<file path="src/rtl/bus_arbiter_mux.sv">
// ============================================================================
// Module   : bus_arbiter_mux
// Purpose  : Round-robin arbiter that multiplexes NSRC data sources onto one
//            registered bus with a valid/ready handshake toward the consumer.
//            A transfer (BusValid & Ready) re-arbitrates in the same cycle, so
//            back-to-back grants carry no bubble. Lock keeps the current owner
//            at the head of the round-robin order.
// Ports    : Clock    - single clock, rising edge
//            Reset    - synchronous, active-high
//            Req      - [NSRC-1:0] per-source bus request
//            Din      - [NSRC*WIDTH-1:0] source i data at [i*WIDTH +: WIDTH]
//            Lock     - owner keeps priority when set at transfer completion
//            Ready    - consumer accepts BusWires this cycle
//            Grant    - [NSRC-1:0] one-hot current owner, or zero
//            BusWires - [WIDTH-1:0] registered bus data
//            BusValid - BusWires holds a valid word
// Revision : 1.0 - initial release
// ============================================================================
`default_nettype none

module bus_arbiter_mux #(
  parameter int                WIDTH    = 16,
  parameter int                NSRC     = 10,
  parameter logic [WIDTH-1:0]  IDLE_VAL = WIDTH'(16'h55AA)
) (
  input  logic                   Clock,
  input  logic                   Reset,
  input  logic [NSRC-1:0]        Req,
  input  logic [NSRC*WIDTH-1:0]  Din,
  input  logic                   Lock,
  input  logic                   Ready,
  output logic [NSRC-1:0]        Grant,
  output logic [WIDTH-1:0]       BusWires,
  output logic                   BusValid
);

  localparam int PW = $clog2(NSRC);

  localparam logic [0:0] S_IDLE = 1'b0;
  localparam logic [0:0] S_BUSY = 1'b1;

  logic [0:0]        state, next_state;
  logic [PW-1:0]     ptr, ptr_nxt;
  logic [PW-1:0]     owner, owner_nxt;
  logic [NSRC-1:0]   grant_r, grant_nxt;
  logic [WIDTH-1:0]  bus_r, bus_nxt;

  logic              any_req, xfer, load, found;
  logic [PW-1:0]     rr_ptr, arb_ptr, winner;
  logic [PW:0]       cand;
  logic [NSRC-1:0]   win_onehot;
  logic [WIDTH-1:0]  win_data;

  assign any_req = |Req;
  assign xfer    = (state == S_BUSY) && Ready;
  assign load    = any_req && ((state == S_IDLE) || Ready);

  // Pointer value that takes effect once the current transfer completes.
  assign rr_ptr  = Lock ? owner
                 : ((owner == PW'(NSRC - 1)) ? '0 : owner + 1'b1);

  // A completing transfer arbitrates against the post-transfer pointer so
  // the zero-bubble regrant already honours the round-robin/lock update.
  assign arb_ptr = xfer ? rr_ptr : ptr;

  // Lowest requesting index at or above arb_ptr, with wrap-around.
  always_comb begin
    winner = '0;
    found  = 1'b0;
    cand   = '0;
    for (int k = 0; k < NSRC; k++) begin
      cand = {1'b0, arb_ptr} + (PW+1)'(k);
      if (cand >= (PW+1)'(NSRC)) begin
        cand = cand - (PW+1)'(NSRC);
      end
      if (!found && Req[cand[PW-1:0]]) begin
        found  = 1'b1;
        winner = cand[PW-1:0];
      end
    end
  end

  always_comb begin
    win_onehot = '0;
    win_data   = '0;
    for (int i = 0; i < NSRC; i++) begin
      if (winner == PW'(i)) begin
        win_onehot[i] = 1'b1;
        win_data      = Din[i*WIDTH +: WIDTH];
      end
    end
  end

  // State register (also holds the registered bus outputs and pointer).
  always_ff @(posedge Clock) begin
    if (Reset) begin
      state   <= S_IDLE;
      ptr     <= '0;
      owner   <= '0;
      grant_r <= '0;
      bus_r   <= IDLE_VAL;
    end else begin
      state   <= next_state;
      ptr     <= ptr_nxt;
      owner   <= owner_nxt;
      grant_r <= grant_nxt;
      bus_r   <= bus_nxt;
    end
  end

  // Next-state logic.
  always_comb begin
    next_state = state;
    case (state)
      S_IDLE:  if (any_req) next_state = S_BUSY;
      S_BUSY:  if (Ready && !any_req) next_state = S_IDLE;
      default: next_state = S_IDLE;
    endcase
  end

  // Output / datapath logic. While BUSY without Ready everything holds, so
  // Din or Req changes cannot disturb the pending word.
  always_comb begin
    grant_nxt = grant_r;
    bus_nxt   = bus_r;
    ptr_nxt   = ptr;
    owner_nxt = owner;
    if (xfer) begin
      ptr_nxt   = rr_ptr;
      grant_nxt = '0;
      bus_nxt   = IDLE_VAL;
    end
    if (load) begin
      grant_nxt = win_onehot;
      bus_nxt   = win_data;
      owner_nxt = winner;
    end
  end

  assign Grant    = grant_r;
  assign BusWires = bus_r;
  assign BusValid = (state == S_BUSY);

endmodule

`default_nettype wire

</file>
<file path="config.mk">
export PLATFORM = sky130hd
export DESIGN_NAME = bus_arbiter_mux
export DESIGN_NICKNAME = d
export VERILOG_FILES = /design/src/rtl/bus_arbiter_mux.sv
export SDC_FILE = /design/constraint.sdc
export NUM_CORES = 1
export LEC_CHECK = 0
export ABC_CLOCK_PERIOD_IN_PS = 10500
export CAP_MARGIN = 10
export CORE_MARGIN = 2
export CORE_UTILIZATION = 41
export CTS_CLUSTER_DIAMETER = 120
export CTS_CLUSTER_SIZE = 40
export DETAILED_ROUTE_END_ITERATION = 10
export HOLD_SLACK_MARGIN = 0.08
export PLACE_DENSITY = 0.75
export SYNTH_ARGS = -nofsm -noshare
export SYNTH_HDL_FRONTEND = slang
export SYNTH_SLANG_ARGS = --single-unit
</file>
<file path="constraint.sdc">
create_clock -name Clock -period 10.5 [get_ports Clock]
set_input_delay 3.15 -clock Clock [delete_from_list [all_inputs] [get_ports Clock]]
set_output_delay 3.15 -clock Clock [all_outputs]
set_load 0.05 [all_outputs]
</file>
==> impl_metrics.csv <==
group,metric,value,unit
global_route,grt_pass1_wl,43.2,mm
floorplanning,die_h,128,um
placed_design,dp.final_hpwl,22.2,mm
worst_setup_path,crit_arrival,10.06,ns
synthesis,syn_nets,1078,
sta,period_needed,9.89,ns
final_layout,area_growth_syn_to_layout,36.4,%
clocking,clkSinkCount,35,
floorplanning,coreArea,15000,sq um
worst_setup_path,crit_fanout,20,
worst_setup_path,crit_type,"input pin to flip-flop",
clocking,hold_buffers,0,
sta,fin_crit_sh,94.2,%
placed_design,place_congestion,0.987,
synthesis,ys_seq_area_share,11.2,%
sta,hold_violations,0,
synthesis,synth-main-ff-cell,"dfxtp_1",
clocking,clkLatencyLatePin,0.28,ns
sta,tightest_slew,1.07,ns
clocking,cts.reportedPaths.clkPinSlew,0.06,ns
hold_path,hold_class,"flip-flop to flip-flop",
power,pwr-share-clk,8.0,%
synthesis,synth_area,6260,sq um
route,wl_met1,10.7,mm
clocking,cts_setup_buffers,0,
synthesis,synth_area_per_cell,7.03,sq um
sta,skew,0.00167,ns
sta,finalSetupTns,0,ns
clocking,cts_buffer_depth,2,
route,top_layer,"met4",
route,avgViaCountPerCell,6.52,
worst_setup_path,setup.worst_path.start_class,"input pin",
global_route,antenna_found_initial,1,
clocking,cts.repair.resized,0,
synthesis,yosysMostFrequentCell,"nand2_1",
synthesis,synth_largest_area_cell,"dfxtp_1",
route,drc,0,
route,drtAntennaViolNets,0,
power,p_leak,3.17,nW
final_layout,fillers,1384,
route,wl,28.2,mm
synthesis,synth_area_leaders,"dfxtp_1 11%, mux2i_1 8.6%, nand2_1 6.7%",
synthesis,netlist.area_leader.share,11.2,%
route,firstDrtPassIters,6,
placed_design,numPortBuffers,200,
clocking,cts_buffers,5,
final_layout,fin_util,56.8,%
final_layout,drive_above_1_share,9.21,%
synthesis,ys_types,96,
power,p_comb_share,82.4,%
final_layout,final_nets,1240,
power,p_per_area,259,nW/um^2
sta,setup_violations,0,
placed_design,placedCellCount,1233,
outcome,status,"finished, final reports clean",
power,switching_share,54.5,%
synthesis,synth_edf_count,0,
global_route,grt-ovfl-total,0,
sta,rsz0062_at_grt,"false",
sta,max_freq,0.101,GHz
clocking,clock-root-buffer,"clkbuf_16",
synthesis,syn_inst,890,
synthesis,async_flop_share,0,%
floorplanning,rows,45,
route,drt-initial-drc-count,927,
global_route,grt_max_degree,47,
synthesis,synth-seq-cells,35,
power,pwr-share-seq,9.7,%
sta,slew_viol_final,0,
floorplanning,initial_utilization,41.6,%
global_route,grt_usage,33.7,%
global_route,grt_pass1_vias,7662,
route,wl_per_cell,22.7,um
final_layout,final-instance-count-excl-fill,1242,
worst_setup_path,timing.reg2reg.setup_slack,3.56,ns
floorplanning,die_area,16300,sq um
power,p_switching,0.00120,W
synthesis,yosys_warnings,0,
route,routed-wl-met2,13.5,mm
route,vias,8098,
floorplanning,io_pins,201,
worst_setup_path,worstPathRequired,10.67,ns
worst_setup_path,crit_path_end_kind,"flip-flop",
power,ir_drop,180,uV
sta,max_slew_margin,28.5,%
route,dr_wl_met3,2.55,mm
synthesis,synth_common_cells,"111 x nand2_1, 71 x a21oi_1, 65 x nor2_1, 54 x mux2i_1, 47 x o21ai_0",
run,maxCapViolCount,0,
clocking,h-tree-depth,2,
floorplanning,die_w,128,um
power,internal-power,0.00101,W
clocking,tritoncts,"built",
## power groups by stage
stage          registers [W]  clock network, W  logic (W)
2_1_floorplan       0.000297                 0    0.00122
3_3_place_gp        0.000214                 0    0.00177
3_5_place_dp        0.000214                 0    0.00177
4_1_cts             0.000213          0.000176    0.00178
5_1_grt             0.000218          0.000182    0.00195
6_report            0.000213          0.000176    0.00182
## final timing paths
| path | start | endpoint | cells after the start |
|---|---|---|---|
| min reg2reg | Grant[1] | Grant[1] | 2 |
| min | Grant[1] | Grant[1] | 2 |
| max | Ready | BusWires[11] | 24 |
| max reg2reg | owner[3] | BusWires[11] | 23 |
## worst max-delay path, cell delays in order
cell             delay [ns]
clkdlybuf4s50_1        0.53
and2_1                 0.24
buf_4                  0.22
a21oi_2                0.20
buf_4                  0.32
ha_1                   0.40
nand3_1                0.12
o21ai_1                0.43
nor2_1                 0.13
inv_1                  0.11
ha_1                   0.34
a21o_1                 0.12
a311oi_1               0.04
a211oi_1               0.41
nor3_1                 0.08
o21ai_1                0.18
o211ai_2               0.25
or4b_1                 0.78
a2111oi_0              0.58
nor3_2                 0.24
and2_1                 0.40
a2111oi_0              0.50
o31a_1                 0.20
o21ai_1                0.05
## area by class of cell
| class | count | area, sq um | share of cell area, % |
|---|---|---|---|
| multi-input combinational | 762 | 5110 | 59.9 |
| timing repair buffer | 230 | 2240 | 26.2 |
| sequential | 35 | 701 | 8.21 |
| clock buffer | 5 | 125 | 1.47 |
| tap | 188 | 235 | 2.76 |
| clock inverter | 3 | 47.5 | 0.557 |
| inverter | 18 | 67.6 | 0.792 |
| antenna | 1 | 2.50 | 0.0293 |
## metal layers
layer	vias to the layer above	GRT usage, %
met4	0	14.7
met2	545	58.2
met5	-	0
met1	3710	41.3
met3	84	5.65
li1	3759	-
## stage by stage
| stage | setup WS, ns | instance area (sq um) | power, W | hold slack [ns] |
|---|---|---|---|---|
| 4_1_cts | 0.790 | 8530 | 0.00217 | 0.464 |
| 3_5_place_dp | 0.504 | 8360 | 0.00199 | 0.455 |
| 5_1_grt | 0.0525 | 8530 | 0.00235 | 0.478 |
| 2_1_floorplan | 1.09 | 6260 | 0.00152 | 0.593 |
| 3_3_place_gp | 0.580 | 8360 | 0.00199 | 0.450 |
| 6_report | 0.611 | 8530 | 0.00221 | 0.464 |
## cell families after synthesis
kind of cell	share of synthesized area [%]
AOI/OAI and AO/OA	39.4
xor gates and xnor gates	1.68
adders and majority gates	2.80
buffers and inverters	7.16
DFF	11.2
muxes	12.2
and+or+nand+nor	25.5
## state kept, by name, indices dropped and copies added (netlist names)
signal and cells:
owner 4, BusValid 1, BusWires 16, ptr 4
Grant 10
## cells in the final DEF (no fill, tap or decap), types with 10 or more instances in the layout
cell type / synthesis / routed
nor2_1: 65 / 64
dfxtp_1: 35 / 35
a21oi_1: 71 / 71
mux2i_1: 54 / 54
and2_1: 14 / 14
buf_4: 9 / 29
a31oi_1: 12 / 12
o31ai_1: 12 / 12
inv_1: 14 / 14
clkdlybuf4s50_1: 0 / 200
o21ai_0: 47 / 47
o22ai_1: 25 / 25
nand2_1: 111 / 111
nor3_1: 27 / 26
o21a_1: 11 / 11
a211o_1: 11 / 11
ha_1: 14 / 14
xnor2_1: 10 / 10
o211ai_1: 12 / 12
nand3_1: 37 / 37
a211oi_1: 19 / 19
Power figures use the tool's default switching activity.
==> variant 1, RTL diff (config.mk and constraints unchanged) <==
Change the parameter `NSRC` from 10 to 12.
--- a/src/rtl/bus_arbiter_mux.sv
+++ b/src/rtl/bus_arbiter_mux.sv
@@ -20,7 +20,7 @@
 
 module bus_arbiter_mux #(
   parameter int                WIDTH    = 16,
-  parameter int                NSRC     = 10,
+  parameter int                NSRC     = 12,
   parameter logic [WIDTH-1:0]  IDLE_VAL = WIDTH'(16'h55AA)
 ) (
   input  logic                   Clock,
Interface: changed (resized Din, Grant and Req); port bits go from 201 to 237. The function was not compared with the original's and may differ.
==> variant 1 against the unedited design <==
- critical endpoint is now BusWires[9]
- worst setup slack lost 91 ps
- synthesized area is 1.9% lower
- clock skew increased by 3.5 ps
- sequential share of layout area rose by 0.059 points
- largest cell class unchanged
- design area rose by 5.0%
- combinational power decreased by 2%
- total power is 2.6% lower
- clock power fell by 13%
- largest power group unchanged
- sequential cell count grew 2
- wire length is 4.1% lower
- sequential power grew 2%
==> variant 1: results (changes against the unedited design) <==
Drt
  • Metal2 WL: 13.3 mm (-2.1%)
  • DR pass1 iterations: 5 (-1)
  • Initial DRC Count: 827 (-11%)
  • Vias: 7881 (-2.7%)
  • WL met1: 10.3 mm (-4.5%)
  • Met3 wire len: 2.40 mm (-6.0%)

Min path
  • Worst Hold End: Grant[4]

Timing
  • WHS: 462 ps (-2.78 ps)
  • Final Skew: 5.17 ps (+3.50 ps)
  • Worst Setup Slack, final: 520 ps (-91.0 ps)

Run status
  • Status: finished, final reports clean

Synth
  • Top cells by area, synth: dfxtp_1, a21oi_1, nor2_1
  • Cells after Synth: 831 (-6.6%)
  • Syn_nets: 1063 (-1.4%)
  • Seq/Total Area, Yosys: 0.121 (+0.00872)

Layout
  • Fraction of area in registers: 0.0827 (+0.000593)
  • Final net count: 1295 (+4.4%)
  • Multi-input gate share of total cell area: 0.557 (-0.0428)

Setup path
  • Critical-path top delay cell: clkdlybuf4s50_1
  • R2R setup slack: 3430 ps (-130 ps)
  • R2R cell count: 24 (+4.3%)
  • End point of the critical path: BusWires[9]
  • R2R Path Start: owner[0]

Global routing
  • Vias in the first global route: 7578 (-1.1%)
  • Met3 Use GR: 0.0523 (-0.00423)
  • Gr usage total: 0.325 (-0.0124)

Placement
  • Placed Area: 8810 sq um (+5.4%)
  • GP Congestion: 0.979 (-0.80%)
  • Port Buffer Count: 236 (+18%)
  • Final HPWL DP: 22.1 mm (-0.34%)

CTS
  • Clock Sink Count: 37 (+5.7%)

Power and ir drop
  • VDD IR-drop max: 0.000151 V (-16%)
variant 1: changes by cell type after synthesis, sizes merged, moves of 7 or more:
| cell | change |
|---|---|
| buf | -9 |
| a31oi | -8 |
| nor2 | +22 |
| nor3 | -11 |
| o22ai | -19 |
| ha | +10 |
| inv | +16 |
| mux2i | -22 |
| nand3 | -17 |
| clkbuf | -8 |
| mux4 | +7 |
| nand2 | -36 |
| mux2 | +11 |
variant 1: power breakdown:
| part | leakage [nW] | switching, mW | internal [mW] | total [mW] |
|---|---|---|---|---|
| Combinational | 3.03 | 1.02 | 0.766 | 1.78 |
| Sequential | 0.304 | 0.0377 | 0.181 | 0.218 |
| Clock | 0.0702 | 0.0643 | 0.0884 | 0.153 |
| Total | 3.40 | 1.12 | 1.04 | 2.15 |
variant 1: logic make-up after synthesis:
kind of cell,share of synthesized area
AO/OA/AOI/OAI,0.373
AND/OR/NAND/NOR,0.240
buffers and inverters,0.0704
multiplexers,0.135
flip-flops,0.121
adder cells (fa/ha/maj),0.0489
XOR/XNOR,0.0128
==> variant 2, RTL diff (config.mk and constraints unchanged) <==
Made on the original files. Reset style: asynchronous (`Reset`), changed in one clocked block.
--- a/src/rtl/bus_arbiter_mux.sv
+++ b/src/rtl/bus_arbiter_mux.sv
@@ -92,7 +92,7 @@
   end
 
   // State register (also holds the registered bus outputs and pointer).
-  always_ff @(posedge Clock) begin
+  always_ff @(posedge Clock or posedge Reset) begin
     if (Reset) begin
       state   <= S_IDLE;
       ptr     <= '0;
Behaviour: differs if Reset is asserted again (counterexample within 4 cycles, from zero or initial values and one cycle with Reset high); with Reset held inactive, the same outputs for 4 cycles.
==> variant 2 against the unedited design <==
- worst setup slack better by 67 ps
- synthesized area up 4.3%
- design area up 2.7%
- sequential cell count unchanged
- count of clock-buffer cells in the layout unchanged
- core utilization down 1.0 points
- non-clock buffer count down 3
- wire length down 0.76%
- first-iteration DRC count up 21%
- via count up 1.6%
- die area up 4.1%
Power is not shown: default switching activity piles up to over one toggle a cycle in this logic, so the estimate is an artifact.
==> variant 2: results (changes against the unedited design) <==
Drt
  • Metal2 WL: 12.8 mm (-5.6%)
  • Avg WL per Cell: 22.3 microns (-1.7%)
  • DR top layer: met4
  • Initial DRC Count: 1126 (+21%)
  • WL met1: 11.2 mm (+4.8%)
  • Vias: 8225 (+1.6%)
  • Met3 wire len: 2.99 mm (+17%)
  • DR pass1 iterations: 6 (unchanged)

CTS
  • Clock root cell: clkbuf_16
  • H-tree depth: 2 (unchanged)
  • Num CTS Buffers: 5 (unchanged)
  • Post-CTS Setup Bufs: 0 (unchanged)
  • Clk pin slew, worst setup/hold paths: 60 ps (about the same)
  • Clk buf depth: 2 (unchanged)
  • Worst-Skew Late Latency: 280 ps (about the same)
  • Post-CTS sizing: 0 (unchanged)

Synth
  • Cells after Synth: 875 (-1.7%)
  • Seq/Total Area, Yosys: 0.136 (+0.0238)
  • Top cells by area, synth: dfrtp_1, nand2_1, mux2i_1
  • Synth Area in Adders: 0.0269 (-0.00114)
  • Yosys cell types: 107 (+11%)
  • Xor/xnor share of the synthesized area: 0.0200 (+0.00315)
  • Syn_nets: 1063 (-1.4%)
  • Synth top cells by count: nand2_1, nor2_1, o21ai_0
  • Synth Area in Compound Gates: 0.396 (+0.00135)
  • Post-synthesis mux area share: 0.0813 (-0.0411)
  • Asr flop ratio synth: 1.00 (+1.00)
  • Warnings from Yosys: 0 (unchanged)

Placement
  • Final HPWL DP: 21.9 mm (-1.4%)
  • Dpl ws: 565 ps (+61.8 ps)
  • Port Buffer Count: 200 (unchanged)
  • GP Congestion: 1.01 (+2.2%)
  • Placed Area: 8590 sq um (+2.8%)

Setup path
  • CP arrival: 9990 ps (-70 ps)
  • Critical path fanouts, max: 30 (+50%)

Run status
  • Status: finished, final reports clean

Timing
  • Rel. slew slack: 0.268 (-0.0173)
  • Final Skew: 2.42 ps (+0.752 ps)

Global routing
  • First-pass GRT wire length: 42.8 mm (-1.1%)
  • Pin count of the biggest net entering global routing: 49 (+4.3%)
  • Initial antenna violation count: 0 (-1)
  • Gr usage total: 0.324 (-0.0127)
  • Vias in the first global route: 7374 (-3.8%)

Layout
  • Fin cells: 1254 (+0.97%)
  • Max reg flops: 16 (unchanged)
  • Ant. Diodes: 0 (-1)
  • Layout cells sized above 1: 0.114 (+0.0216)
  • Final net count: 1225 (-1.2%)

Min path
  • Hold/Removal Path Class: register to register
-- variant 2: cell count changes in the layout (fill, tap and decap cells not counted), moves of 13 or more --
cell	before	now
a21oi_1	71	49
and3_1	7	20
dfrtp_1	0	27
dfxtp_1	35	0
mux2i_1	54	26
nand2_1	111	90
o211ai_1	12	28
o22ai_1	25	11
-- variant 2: worst max-delay path: stages --
cell	delay [ps]
clkdlybuf4s50_1	640
and2_1	280
buf_4	280
a21oi_4	120
buf_4	230
ha_1	610
inv_1	110
buf_4	220
ha_1	310
or3_1	400
a41oi_1	380
o21ai_0	160
o2111a_1	290
nor4_4	490
and4bb_1	230
nor4_1	300
o21a_2	670
nand2b_1	440
and4_4	280
o41ai_2	360
-- variant 2: final timing paths --
path	from	end	slack (ps)	depth (start not counted)
worst max-delay path	Ready	BusWires[4]	680	20
worst min-delay path	Grant[9]	Grant[9]	490	2
worst max register to register	owner[0]	BusWires[4]	3620	24
worst min register to register	Grant[9]	Grant[9]	490	2
max in group asynchronous	Reset	BusWires[1]	6860	3
min in group asynchronous	Reset	Grant[8]	3270	3
-- variant 2: per-layer routing --
| metal | vias to the layer above | GRT usage |
|---|---|---|
| met5 | - | 0 |
| met4 | 0 | 0.0999 |
| met3 | 71 | 0.0472 |
| met2 | 589 | 0.518 |
| met1 | 3834 | 0.453 |
| li1 | 3731 | - |
-- variant 2: cells by family after synthesis --
family	count (synthesis)
AO/OA/AOI/OAI	345
AND/OR/NAND/NOR	325
buffers and inverters	99
multiplexers	43
flip-flops	35
XOR/XNOR	14
adder cells (fa/ha/maj)	14
-- variant 2: layout make-up --
class,count,area [sq um]
Clock buffer,5,125
Clock inverter,3,43.8
Fill cell,1439,6950
Inverter,27,101
Multi-Input combinational cell,741,5120
Sequential cell,35,886
Tap cell,216,270
Timing Repair Buffer,227,2220
